**config.mk**
```make
export PLATFORM = sky130hd
export DESIGN_NAME = ngc_fifo_wr_arbiter
export DESIGN_NICKNAME = d
export VERILOG_FILES = /design/src/rtl/ngc_fifo_pkg.sv /design/src/rtl/ngc_rr_picker.sv /design/src/rtl/ngc_fifo_wr_arbiter.sv
export SDC_FILE = /design/constraint.sdc
export NUM_CORES = 1
export LEC_CHECK = 0
export BUFFER_PORTS_ARGS = -buffer_cell sky130_fd_sc_hd__buf_2
export CORE_MARGIN = 10
export CORE_UTILIZATION = 42
export CTS_BUF_LIST = sky130_fd_sc_hd__clkbuf_8
export DETAILED_ROUTE_END_ITERATION = 8
export GPL_TIMING_DRIVEN = 0
export PLACE_DENSITY_LB_ADDON = 0.08
export SLEW_MARGIN = 20
export SYNTH_ARGS = -nofsm -noshare
export SYNTH_HDL_FRONTEND = slang
export SYNTH_SLANG_ARGS = --single-unit
export TNS_END_PERCENT = 10
```
**constraint.sdc**
```tcl
create_clock -name clk -period 1.8 [get_ports clk]
set_input_delay 0.18 -clock clk [delete_from_list [all_inputs] [get_ports clk]]
set_output_delay 0.18 -clock clk [all_outputs]
set_load 0.03 [all_outputs]
```
**src/rtl/ngc_fifo_pkg.sv**
```systemverilog
// rtl/ngc_fifo_pkg.sv - shared types and width helpers for the ngc_fifo write arbiter
package ngc_fifo_pkg;

  typedef enum logic {
    IDLE  = 1'b0,
    GRANT = 1'b1
  } arb_state_t;

  // Index width for n requesters; never collapses to zero bits.
  function automatic int ptr_w(input int n);
    return (n > 1) ? $clog2(n) : 1;
  endfunction

  // Burst counter width wide enough to hold max_burst itself.
  function automatic int cnt_w(input int max_burst);
    return (max_burst > 0) ? $clog2(max_burst + 1) : 1;
  endfunction

endpackage

```
**src/rtl/ngc_rr_picker.sv**
```systemverilog
// rtl/ngc_rr_picker.sv - rotating priority encoder: first set request at or above start, with wrap
module ngc_rr_picker
  import ngc_fifo_pkg::*;
#(
  parameter int N  = 4,
  parameter int PW = ptr_w(N)
) (
  input  logic [N-1:0]  req_i,
  input  logic [PW-1:0] start_i,
  output logic          found_o,
  output logic [PW-1:0] idx_o
);

  logic          found_hi;
  logic          found_lo;
  logic [PW-1:0] idx_hi;
  logic [PW-1:0] idx_lo;

  // Descending scans leave the lowest qualifying index; the high pass wins over the wrapped pass.
  always_comb begin
    found_hi = 1'b0;
    found_lo = 1'b0;
    idx_hi   = '0;
    idx_lo   = '0;
    for (int j = N - 1; j >= 0; j--) begin
      if (req_i[j] && (PW'(j) >= start_i)) begin
        found_hi = 1'b1;
        idx_hi   = PW'(j);
      end
      if (req_i[j]) begin
        found_lo = 1'b1;
        idx_lo   = PW'(j);
      end
    end
    found_o = found_hi | found_lo;
    idx_o   = found_hi ? idx_hi : idx_lo;
  end

endmodule

```
**src/rtl/ngc_fifo_wr_arbiter.sv**
```systemverilog
// rtl/ngc_fifo_wr_arbiter.sv - round-robin burst arbiter sharing one FIFO push port among NUM_REQ writers
module ngc_fifo_wr_arbiter
  import ngc_fifo_pkg::*;
#(
  parameter int NUM_REQ    = 4,
  parameter int DATA_WIDTH = 8,
  parameter int MAX_BURST  = 4
) (
  input  logic                          clk,
  input  logic                          rst,
  input  logic [NUM_REQ-1:0]            req_valid_i,
  input  logic [NUM_REQ*DATA_WIDTH-1:0] req_data_i,
  input  logic [NUM_REQ-1:0]            req_last_i,
  output logic [NUM_REQ-1:0]            req_ready_o,
  output logic                          fifo_push_o,
  output logic [DATA_WIDTH-1:0]         fifo_din_o,
  input  logic                          fifo_full_i,
  output logic [ptr_w(NUM_REQ)-1:0]     grant_id_o,
  output logic                          busy_o
);

  localparam int PW = ptr_w(NUM_REQ);
  localparam int CW = cnt_w(MAX_BURST);

  arb_state_t    state_q;
  logic [PW-1:0] grant_q;
  logic [PW-1:0] rr_ptr_q;
  logic [PW-1:0] rr_ptr_d;
  logic [CW-1:0] beat_cnt_q;
  logic          busy_q;

  logic          pick_found;
  logic [PW-1:0] pick_idx;
  logic          can_take;
  logic          accept;
  logic          release_grant;

  ngc_rr_picker #(
    .N (NUM_REQ),
    .PW(PW)
  ) u_picker (
    .req_i  (req_valid_i),
    .start_i(rr_ptr_q),
    .found_o(pick_found),
    .idx_o  (pick_idx)
  );

  // The reset term keeps a truncated burst from pushing during the reset cycle itself.
  always_comb begin
    can_take      = (state_q == GRANT) && !fifo_full_i && !rst;
    accept        = can_take && req_valid_i[grant_q];
    release_grant = accept && (req_last_i[grant_q] || (beat_cnt_q == CW'(MAX_BURST - 1)));
    rr_ptr_d      = (grant_q == PW'(NUM_REQ - 1)) ? '0 : grant_q + 1'b1;
    req_ready_o   = '0;
    if (can_take) begin
      req_ready_o[grant_q] = 1'b1;
    end
    fifo_push_o = accept;
    fifo_din_o  = busy_q ? req_data_i[grant_q*DATA_WIDTH +: DATA_WIDTH] : '0;
  end

  always_ff @(posedge clk) begin
    if (rst) begin
      state_q    <= IDLE;
      grant_q    <= '0;
      rr_ptr_q   <= '0;
      beat_cnt_q <= '0;
      busy_q     <= 1'b0;
    end else begin
      case (state_q)
        IDLE: begin
          if (pick_found) begin
            state_q <= GRANT;
            grant_q <= pick_idx;
            busy_q  <= 1'b1;
          end
        end
        GRANT: begin
          if (release_grant) begin
            state_q    <= IDLE;
            busy_q     <= 1'b0;
            rr_ptr_q   <= rr_ptr_d;
            beat_cnt_q <= '0;
          end else if (accept) begin
            beat_cnt_q <= beat_cnt_q + 1'b1;
          end
        end
        default: begin
          state_q <= IDLE;
          busy_q  <= 1'b0;
        end
      endcase
    end
  end

  assign grant_id_o = grant_q;
  assign busy_o     = busy_q;

endmodule

```
Yosys cells after proc, flatten, opt, wreduce, memory -nomap -nowiden
Index checks and enable logic that the tools add are counted.
{"block": "totals", "mem_count": 0, "romBits": 0, "inputBits": 43, "elab_cells": 71, "ramBits": 0, "output_inout_bits": 16, "register_bits": 9, "latchBits": 0}
{"block": "classes", "n_mul": 0, "reduce_logical": 17, "n_div": 0, "addsub": 2, "order_cmp": 6, "eq_ne": 4, "bitwise_logic": 2, "shifts": 1, "muxes": 34}
{"op": "$shiftx 32x6->8", "n": 1}
{"op": "$mux 2", "n": 10}
{"op": "$mux 1", "n": 15}
{"op": "$logic_and 1x1->1", "n": 9}
{"op": "$mux 8", "n": 1}
{"op": "$reduce_and 2->1", "n": 4}
{"op": "$mux 3", "n": 2}
{"op": "$bmux 1 s2", "n": 2}
{"op": "$ge 1x2->1 const A", "n": 2}
{"op": "$ge 2x2->1 const A", "n": 2}
{"op": "$mux 4", "n": 1}
{"op": "$pmux 1 s2", "n": 2}
{"op": "$add 3x1->3 const B", "n": 1}
{"op": "$eq 3x2->1 const B", "n": 1}
{"op": "$lt 2x3->1 const B", "n": 1}
{"op": "$add 2x1->2 const B", "n": 1}
{"op": "$demux 1 s2", "n": 1}
{"op": "$eq 2x2->1 const B", "n": 1}
{"op": "$ge 2x1->1 const B", "n": 1}
{"op": "$logic_not 1->1", "n": 2}
{"op": "$ne 2x1->1 const B", "n": 1}
{"op": "$ne 2x2->1 const B", "n": 1}
{"op": "$reduce_bool 2->1", "n": 1}
{"op": "$logic_or 1x1->1", "n": 1}
{"op": "other kinds (2)", "n": 2}

Longest topological paths before layout
Gate-level depths: netlist (run 1).
{"block": "depth", "word_depth": 9, "ltp_mapped": 5, "mapped_depth_nobuf": 5}

Cells and area by module
From an unflattened synthesis (run 1), not the netlist that was laid out.
{"block": "hier_totals", "hier_cells": 87, "hier_area_um2": 835.8}
{"module": "ngc_fifo_wr_arbiter", "n_inst": 1, "area_per_inst_um2": 758.2, "cells_each": 74, "seq_area_each_um2": 180.2}
{"module": "ngc_rr_picker", "n_inst": 1, "area_per_inst_um2": 77.6, "cells_each": 13, "seq_area_each_um2": 0.0}

Worst setup path after synthesis (run 1)
Ideal clock, no wire load.
{"block": "synth_timing", "path_type": "reg2reg", "from": "reg grant_q[0] (netlist: grant_id_o[0])", "to": "reg beat_cnt_q[2]", "t_arrival_ns": 1.753, "path_slack_ns": -0.041, "n_path_buf": 0, "period_less_slack_ns": 1.841, "required_ns": 1.712, "setup_time_ns": 0.088, "path_stages_with_launch": 5, "cell_sequence": "dfxtp_1 -> mux4_2 -> or2_1 -> or3_1 -> o31ai_1"}
{"block": "synth_between", "elab_chain_len": 6, "elab_cells_between_ends": 10, "cone_classes": "5 x mux; 5 x reduce/logical"}
{"item": "start, declared", "line_no": "ngc_fifo_wr_arbiter.sv:26", "rtl": "logic [PW-1:0] grant_q;"}
{"item": "start signal, assigned", "line_no": "ngc_fifo_wr_arbiter.sv:74", "rtl": "grant_q <= pick_idx;"}
{"item": "$bmux 1 s2, on equally long branches", "line_no": "ngc_fifo_wr_arbiter.sv:51, ngc_fifo_wr_arbiter.sv:52"}
{"item": "$mux 1, on equally long branches", "line_no": "ngc_fifo_wr_arbiter.sv:51, ngc_fifo_wr_arbiter.sv:52"}
{"item": "$logic_and 1x1->1 or $logic_or 1x1->1 (tied branches)", "line_no": "ngc_fifo_wr_arbiter.sv:51, ngc_fifo_wr_arbiter.sv:52"}
{"item": "$logic_and 1x1->1", "line_no": "ngc_fifo_wr_arbiter.sv:52", "rtl": "release_grant = accept && (req_last_i[grant_q] || (beat_cnt_q == CW'(MAX_BURST - 1)));"}
{"item": "$reduce_bool 2->1 (no source line)"}
{"item": "$reduce_and 2->1 (no source line)"}
{"item": "end signal, assigned", "line_no": "ngc_fifo_wr_arbiter.sv:85", "rtl": "beat_cnt_q <= beat_cnt_q + 1'b1;"}
{"item": "end, declared", "line_no": "ngc_fifo_wr_arbiter.sv:29", "rtl": "logic [CW-1:0] beat_cnt_q;"}
Parallel ways exist; a longest one is shown, timed or not. The select of a mux whose other input is x is not followed.
A chain may end at the register's enable or synchronous reset.

Final worst setup path (run 1)
{"block": "layout_timing", "from": "reg grant_q[0] (netlist: grant_id_o[0])", "to": "out fifo_din_o[2]"}
{"block": "layout_between", "elab_chain_len": 2}
{"item": "$shiftx 32x6->8", "line_no": "ngc_fifo_wr_arbiter.sv:59", "rtl": "fifo_din_o = busy_q ? req_data_i[grant_q*DATA_WIDTH +: DATA_WIDTH] : '0;"}
{"item": "$mux 8", "line_no": "ngc_fifo_wr_arbiter.sv:59"}
{"item": "end, declared", "line_no": "ngc_fifo_wr_arbiter.sv:16", "rtl": "output logic [DATA_WIDTH-1:0] fifo_din_o,"}
No other way between the ends.

==> results by group, run 1 <==
Setup path
  • WP buf/inv: 2
  • Req. time, crit path: 1.62 ns
  • CP Class: flop to primary output
  • Max Fanout on Critical Path: 10
  • Type of origin of the critical path: flop
  • Setup crit end kind: primary output
  • Delay-heaviest family, CP: multiplexers
  • Worst-path cell chain: buf_12 -> mux4_2 -> and2_1 -> buf_2
  • Max stage delay cell, worst path: mux4_2
  • CP max stage delay: 0.49 ns
  • Critical Path AT: 1.59 ns

Routing
  • Vias after detailed routing: 893
  • Pre-antenna DRT Iters: 4
  • Routed Antenna Nets: 0
  • Initial DRC Count: 26
  • Routed len/inst: 15.79 µm
  • Vias/cell: 5.162
  • Wirelength, routed: 2732 µm
  • # DRC: 0

Placed design
  • DP Area: 1146 µm²
  • IO Port Bufs: 58
  • Dpl hpwl: 2278 µm
  • Routability congestion estimate: 0.7945

Clocking
  • Clk_lat worst skew: 0.23 ns
  • Clock root buffer: clkbuf_8
  • CTS tree: yes
  • CTS Buf Count: 3
  • Clock H-tree levels: 1
  • Clk sinks: 9
  • Clock buffer depth: 2
  • Clock-pin slew on the worst setup and hold paths: 0.04 ns
  • Post-CTS Hold Fix Bufs: 0

Finish
  • Layout cells sized above 1: 52.70%
  • Design Area, Final: 1229 µm²
  • Final antenna diode count: 0
  • Area growth from synthesis to layout: 49.24%
  • Final net count: 198

Logic synthesis
  • Cell variety after synth: 30
  • Ys Warns: 0
  • Syn Inst Count: 83
  • Mapped Area: 823.3 µm²
  • Area leader, netlist: mux4_2
  • Avg Cell Area, Syn: 9.919 µm²
  • Area contributors post-synth: mux4_2, dfxtp_1, ha_1
  • Syn nets: 132
  • Post-synthesis sequential area ratio: 21.88%
  • Synth Register Bits: 9
  • Synth top area share: 24.62%

Global routing
  • Initial antenna violation count: 0
  • Grt ovf: 0
  • Number of global-route vias before repair: 938
  • First-pass GRT wire length: 4374 µm
  • Largest net degree at the start of global routing: 11
  • Total track usage: 13.09%

STA
  • Max-Slew Margin vs Limit: 74.82%
  • Max Clock Skew: 0.006936 ns
  • Tcrit/Tclk final: 98.12%
  • Setup repair after global routing missed its margin: yes
  • Hold Vio Cnt, Final: 0
  • Fmax: 566.2 MHz
  • Slew Limit Fails: 0
  • Min Hold Slack: 0.3110 ns
  • Worst slew pin tran: 0.3742 ns
  • Endpoints failing setup: 0
  • Tmin final: 1.766 ns

Floorplanning
  • Die height: 64.28 µm
  • Ports: 59
  • Die width: 64.28 µm
  • Core area: 1783 µm²
  • Cell row count: 15
  • Die area: 4131 µm²
  • Starting Density: 46.18%

Power
  • Pwr/cell area: 553.7 nW/µm²
  • Worst VDD drop: 486.8 µV
  • Cell leakage power: 0.0006090 µW

Run status
  • Status: finished, final reports clean

Flow run
  • Max Cap Viol: 0

Min path
  • HP Class: input port to flop
==> synthesized netlist by cell type (all sizes together) <==
library cell and number:
a31oi 1, inv 6, nor2b 1, or4 1, or2 2, buf 2
nor3 2, mux4 10, o31ai 4, and2 8, o21ai 2, nand2b 1
mux2i 1, nor4 1, nand2 2, nand3b 1, a21oi 6, dfxtp 9
nor2 5, dlygate4sd1 1, ha 6, o221ai 1, nand3 3, o21a 1
and3 4, or3 2
==> routing by layer <==
| metal | global-route usage [%] | up-vias | wire [µm] |
|---|---|---|---|
| met5 | 0 | - | 0 |
| met4 | 4.278 | 0 | 48 |
| met3 | 5.401 | 4 | 207 |
| met2 | 21.80 | 33 | 1323 |
| met1 | 14.75 | 412 | 1152 |
| li1 | - | 444 | - |
==> flip-flops by register name (all words and copies together), names as in the netlist <==
name        count
beat_cnt_q      3
rr_ptr_q        2
grant_id_o      2
busy_o          1
state_q         1
==> repair_timing <==
item                                    CTS  global route
endpoints found under the setup margin   11             9
buffers inserted                          1             2
hold endpoints to repair                  0             0
pin swaps                                 0             0
gates resized for setup                   5             0
==> cells in the final DEF, fill, tap and decap left out, types with 2 or more instances in the layout <==
| cell | Yosys | routed |
|---|---|---|
| inv_1 | 6 | 7 |
| and3_1 | 4 | 4 |
| or3_1 | 2 | 2 |
| dfxtp_1 | 9 | 8 |
| clkbuf_8 | 0 | 3 |
| and2_1 | 8 | 8 |
| nor3_1 | 2 | 2 |
| nand3_1 | 2 | 2 |
| ha_1 | 6 | 6 |
| nor2_1 | 5 | 5 |
| nand2_1 | 2 | 2 |
| o31ai_1 | 4 | 4 |
| o21ai_0 | 2 | 2 |
| buf_4 | 0 | 4 |
| mux4_2 | 9 | 9 |
| a21oi_1 | 6 | 6 |
| buf_2 | 0 | 58 |
==> worst min-delay path, delay by kind of cell <==
kind,cells,cell delay [ns]
compound gates,2,0.19
buf+inv,1,0.12
==> cell families (layout without fill, tap and decap cells) <==
| kind of cell | count (synthesis) | in the layout | synth area share, % |
|---|---|---|---|
| flops | 9 | 9 | 21.88 |
| fa+ha+maj | 6 | 6 | 9.118 |
| compound gates | 15 | 15 | 11.25 |
| mux | 11 | 11 | 29.03 |
| simple gates | 33 | 33 | 23.10 |
| buf+inv | 9 | 74 | 5.623 |
==> layout make-up <==
| type | count | area [µm²] |
|---|---|---|
| Buffer | 3 | 36.28 |
| Tap cell | 25 | 31.28 |
| Sequential cell | 9 | 183.9 |
| Multi-Input combinational cell | 65 | 596.8 |
| Inverter | 6 | 22.52 |
| Clock inverter | 1 | 3.754 |
| Fill cell | 159 | 554.3 |
| Clock buffer | 3 | 41.29 |
| Timing Repair Buffer | 61 | 312.8 |
==> path summary, 6_finish.rpt <==
path,start,endpoint,slack [ns],cells after the start
setup / recovery,grant_id_o[0],fifo_din_o[2],0.03,4
hold / removal,req_valid_i[1],grant_id_o[0],0.31,3
setup reg to reg,grant_id_o[0],beat_cnt_q[2],0.09,5
hold reg to reg,beat_cnt_q[1],beat_cnt_q[1],0.48,2
==> stage by stage <==
stage                     cells  worst slack [ns]  setup TNS [ns]  utilization, %  total power (µW)
after floorplan              83            0.1032               0               -             358.6
after global placement      166           0.04026               0           64.28             440.2
after detailed placement    166          0.008275               0           64.28             444.6
after CTS                   171          0.003727               0           68.07             684.7
after global routing        173          -0.02811         -0.1047           68.91             716.3
final                       173           0.03385               0           68.91             680.4
==> power breakdown <==
part / internal (µW) / switching, µW / leakage [µW]
Clock: 149 / 83.7 / 0.0000269
Sequential: 208 / 13.8 / 0.0000743
Combinational: 114 / 112 / 0.000508
Total: 471 / 209 / 0.000609
Power figures use the tool's default switching activity.
==> inputs of run 2 (changes only) <==
SYNTH_HIERARCHICAL = 1   (was not set)
==> run 2 against run 1 <==
Register-to-register slack better by 0.05 ns. Cell area is 0.71% higher. Largest power group unchanged. Highest routed layer unchanged. Final cell count up 2.3%. Sequential cell count unchanged. Fmax shrank 0.72%. Clock skew shrank 0.0065 ns. Combinational power decreased by 4%. Worst hold slack worse by 0.16 ns. Non-clock buffer count decreased by 2.
==> results by group, run 2 <==
Run status
  • Status: finished, final reports clean

Power
  • Worst VDD drop: 457.3 µV (-6.0%)
  • Pwr Total: 667.4 µW (-1.9%)
  • Pwr/cell area: 539.3 nW/µm² (-2.6%)
  • Cell leakage power: 0.0005925 µW (-2.7%)

Clocking
  • Clock buffer depth: 2 (unchanged)
  • Clock H-tree levels: 1 (unchanged)
  • Clk sinks: 9 (unchanged)
  • Clock-pin slew on the worst setup and hold paths: 0.05 ns (about the same)
  • CTS Buf Count: 3 (unchanged)
  • CTS tree: yes
  • Clk_lat worst skew: 0.23 ns (about the same)
  • Clock root buffer: clkbuf_8
  • Post-CTS Hold Fix Bufs: 0 (unchanged)

Floorplanning
  • Core area: 1922 µm² (+7.8%)
  • Die width: 64.61 µm (+0.52%)
  • Ports: 59 (unchanged)
  • Cell row count: 16 (+1)
  • Die area: 4174 µm² (+1.0%)
  • Die height: 64.61 µm (+0.52%)
  • Starting Density: 43.49% (-2.7 points)

Setup path
  • Type of origin of the critical path: flop
  • Setup crit end kind: primary output
  • WP buf/inv: 2 (unchanged)
  • Critical Path AT: 1.60 ns (about the same)
  • Max stage delay cell, worst path: mux4_2
  • Req. time, crit path: 1.62 ns (about the same)
  • CP max stage delay: 0.49 ns (about the same)
  • Delay-heaviest family, CP: multiplexers
  • Worst-path cell chain: buf_12 -> mux4_2 -> and2_1 -> buf_2
  • Max Fanout on Critical Path: 10 (unchanged)
  • CP Class: flop to primary output

Routing
  • Routed len/inst: 15.33 µm (-2.9%)
  • Vias after detailed routing: 875 (-2.0%)
  • Wirelength, routed: 2713 µm (-0.70%)
  • Initial DRC Count: 24 (-7.7%)
  • Routed Antenna Nets: 0 (unchanged)
  • # DRC: 0 (unchanged)
  • Vias/cell: 4.944 (-4.2%)
  • Pre-antenna DRT Iters: 4 (unchanged)

Finish
  • Seq. cell area: 185.2 µm² (+0.68%)
  • Fill cells: 185 (+16%)
  • Multi-input gate area: 613.1 µm² (+2.7%)
  • Flip-flop count of the largest register after layout: 3 (unchanged)
  • Area growth from synthesis to layout: 48.05%
  • Most frequent cells in the layout: buf_2, and2_1, nor2_1
  • Final antenna diode count: 0 (unchanged)
  • Final net count: 200 (+1.0%)
  • Reg with most FFs: beat_cnt_q
  • Commonest non-fill, non-tap cell in the layout: buf_2
  • Layout cells sized above 1: 52.67% (about the same)

Logic synthesis
  • Largest family of logic cells by synthesized area: multiplexers
  • Mapped Area: 835.8 µm² (+1.5%)
  • Post-synth top cells: and2_1, nor2_1, dfxtp_1, mux4_2, a21oi_1
  • Simple-gate area share of the yosys netlist: 27.10% (+4.0 points)
  • Post-synthesis sequential area ratio: 21.56% (-0.33 points)
  • Syn Inst Count: 87 (+4.8%)
  • Ys Warns: 6 (+6)
  • Syn nets: 136 (+3.0%)
  • Synth top area share: 24.25% (-0.37 points)
  • Cell variety after synth: 26 (-13%)
  • Post-synth EDFFs: 0 (unchanged)
  • Synth Area in Compound Gates: 8.683% (-2.6 points)
  • Avg Cell Area, Syn: 9.607 µm² (-3.1%)
  • Synth Register Bits: 9 (unchanged)
  • Area leader, netlist: mux4_2
  • Post-synth top flop: dfxtp_1
  • Synthesized-area fraction occupied by adder cells: 8.982% (-0.14 points)
  • Area contributors post-synth: mux4_2, dfxtp_1, and2_1
  • Mux share of post-synthesis cell area: 28.59% (-0.43 points)
  • Post-synth ARST share: 0% (unchanged)
  • XOR/XNOR Fraction of Synth Area: 0% (unchanged)

Placed design
  • DP Worst Slack: 0.1023 ns (+0.09406 ns)
  • Routability congestion estimate: 0.7657 (-3.6%)
  • Dpl hpwl: 2272 µm (-0.29%)
  • IO Port Bufs: 57 (-1.7%)

STA
  • Min Hold Slack: 0.1493 ns (-0.1617 ns)
  • Tmin final: 1.779 ns (+0.01281 ns)
  • Hold Vio Cnt, Final: 0 (unchanged)
  • Setup repair after global routing missed its margin: yes
  • Fmax: 562.1 MHz (-0.72%)
  • Tcrit/Tclk final: 98.83% (+0.71 points)
  • Worst Setup Slack, final: 0.02104 ns (-0.01281 ns)
  • Max-Slew Margin vs Limit: 78.95% (+4.1 points)
  • Max Clock Skew: 0.0003925 ns (-0.006543 ns)
  • Worst slew pin tran: 0.3151 ns (-0.05909 ns)
  • Setup total negative slack: 0 ns (unchanged)
  • Slew Limit Fails: 0 (unchanged)
  • Endpoints failing setup: 0 (unchanged)

Global routing
  • Number of global-route vias before repair: 942 (+0.43%)
  • Total track usage: 13.48% (+0.39 points)
  • First-pass GRT wire length: 4588 µm (+4.9%)
  • Initial antenna violation count: 0 (unchanged)
  • Largest net degree at the start of global routing: 11 (unchanged)
  • Grt ovf: 0 (unchanged)

Min path
  • HP Class: input port to flop

Flow run
  • Max Cap Viol: 0 (unchanged)
run 2: worst reg2reg max path, stage by stage, from the launching register on:
cell and delay (ns):
dfxtp_2 0.35, clkbuf_4 0.23, mux4_2 0.33, or2_1 0.26
or3_1 0.31, a21oi_1 0.12
run 2: power breakdown:
group / total, µW / switching (µW) / internal (µW)
clock network: 232 / 83.0 / 149
registers: 217 / 10.7 / 207
logic: 218 / 108 / 110
run 2: layout make-up:
cell class | instances | share of cell area, %
well taps | 27 | 2.730
clock inverters | 1 | 0.3033
inverters | 4 | 1.213
repair buffers | 59 | 24.77
plain buffers | 3 | 3.134
flip-flops and latches | 9 | 14.96
multi-input cells | 71 | 49.54
clock buffers | 3 | 3.337
run 2: cell families (layout without fill, tap and decap cells):
family	Yosys count	after routing
and+or+nand+nor	42	42
AOI/OAI and AO/OA	12	12
muxes	11	11
DFF	9	9
buffers and inverters	7	70
adders and majority gates	6	6
run 2: repair_timing:
| item | 4_1_cts | 5_1_grt |
|---|---|---|
| gates cloned | 0 | 0 |
| buffers inserted | 1 | 1 |
| setup endpoints to repair | 9 | 10 |
| endpoints found under the hold margin | 0 | 0 |
| gates resized for setup | 4 | 2 |
| pin swaps | 0 | 0 |
run 2: stage by stage:
step | cell area, µm² | util (%) | instances
2_1_floorplan | 838.3 | - | 87
3_3_place_gp | 1157 | 60.22 | 171
3_5_place_dp | 1157 | 60.22 | 171
4_1_cts | 1224 | 63.67 | 176
5_1_grt | 1237 | 64.39 | 177
6_report | 1237 | 64.39 | 177
run 2: metal layers:
metal	part of all wire [%]	GRT usage, %
met5	0	0
met4	0.63	4.545
met3	8.1	4.983
met2	52	23.40
met1	39	14.77
run 2: final timing paths:
check | from | end | slack, ns | depth (start not counted)
worst max register to register | grant_id_o[1] | beat_cnt_q[0] | 0.14 | 5
worst min-delay path | rst | grant_id_o[0] | 0.15 | 2
worst max-delay path | grant_id_o[0] | fifo_din_o[1] | 0.02 | 4
worst min register to register | beat_cnt_q[1] | beat_cnt_q[1] | 0.46 | 2
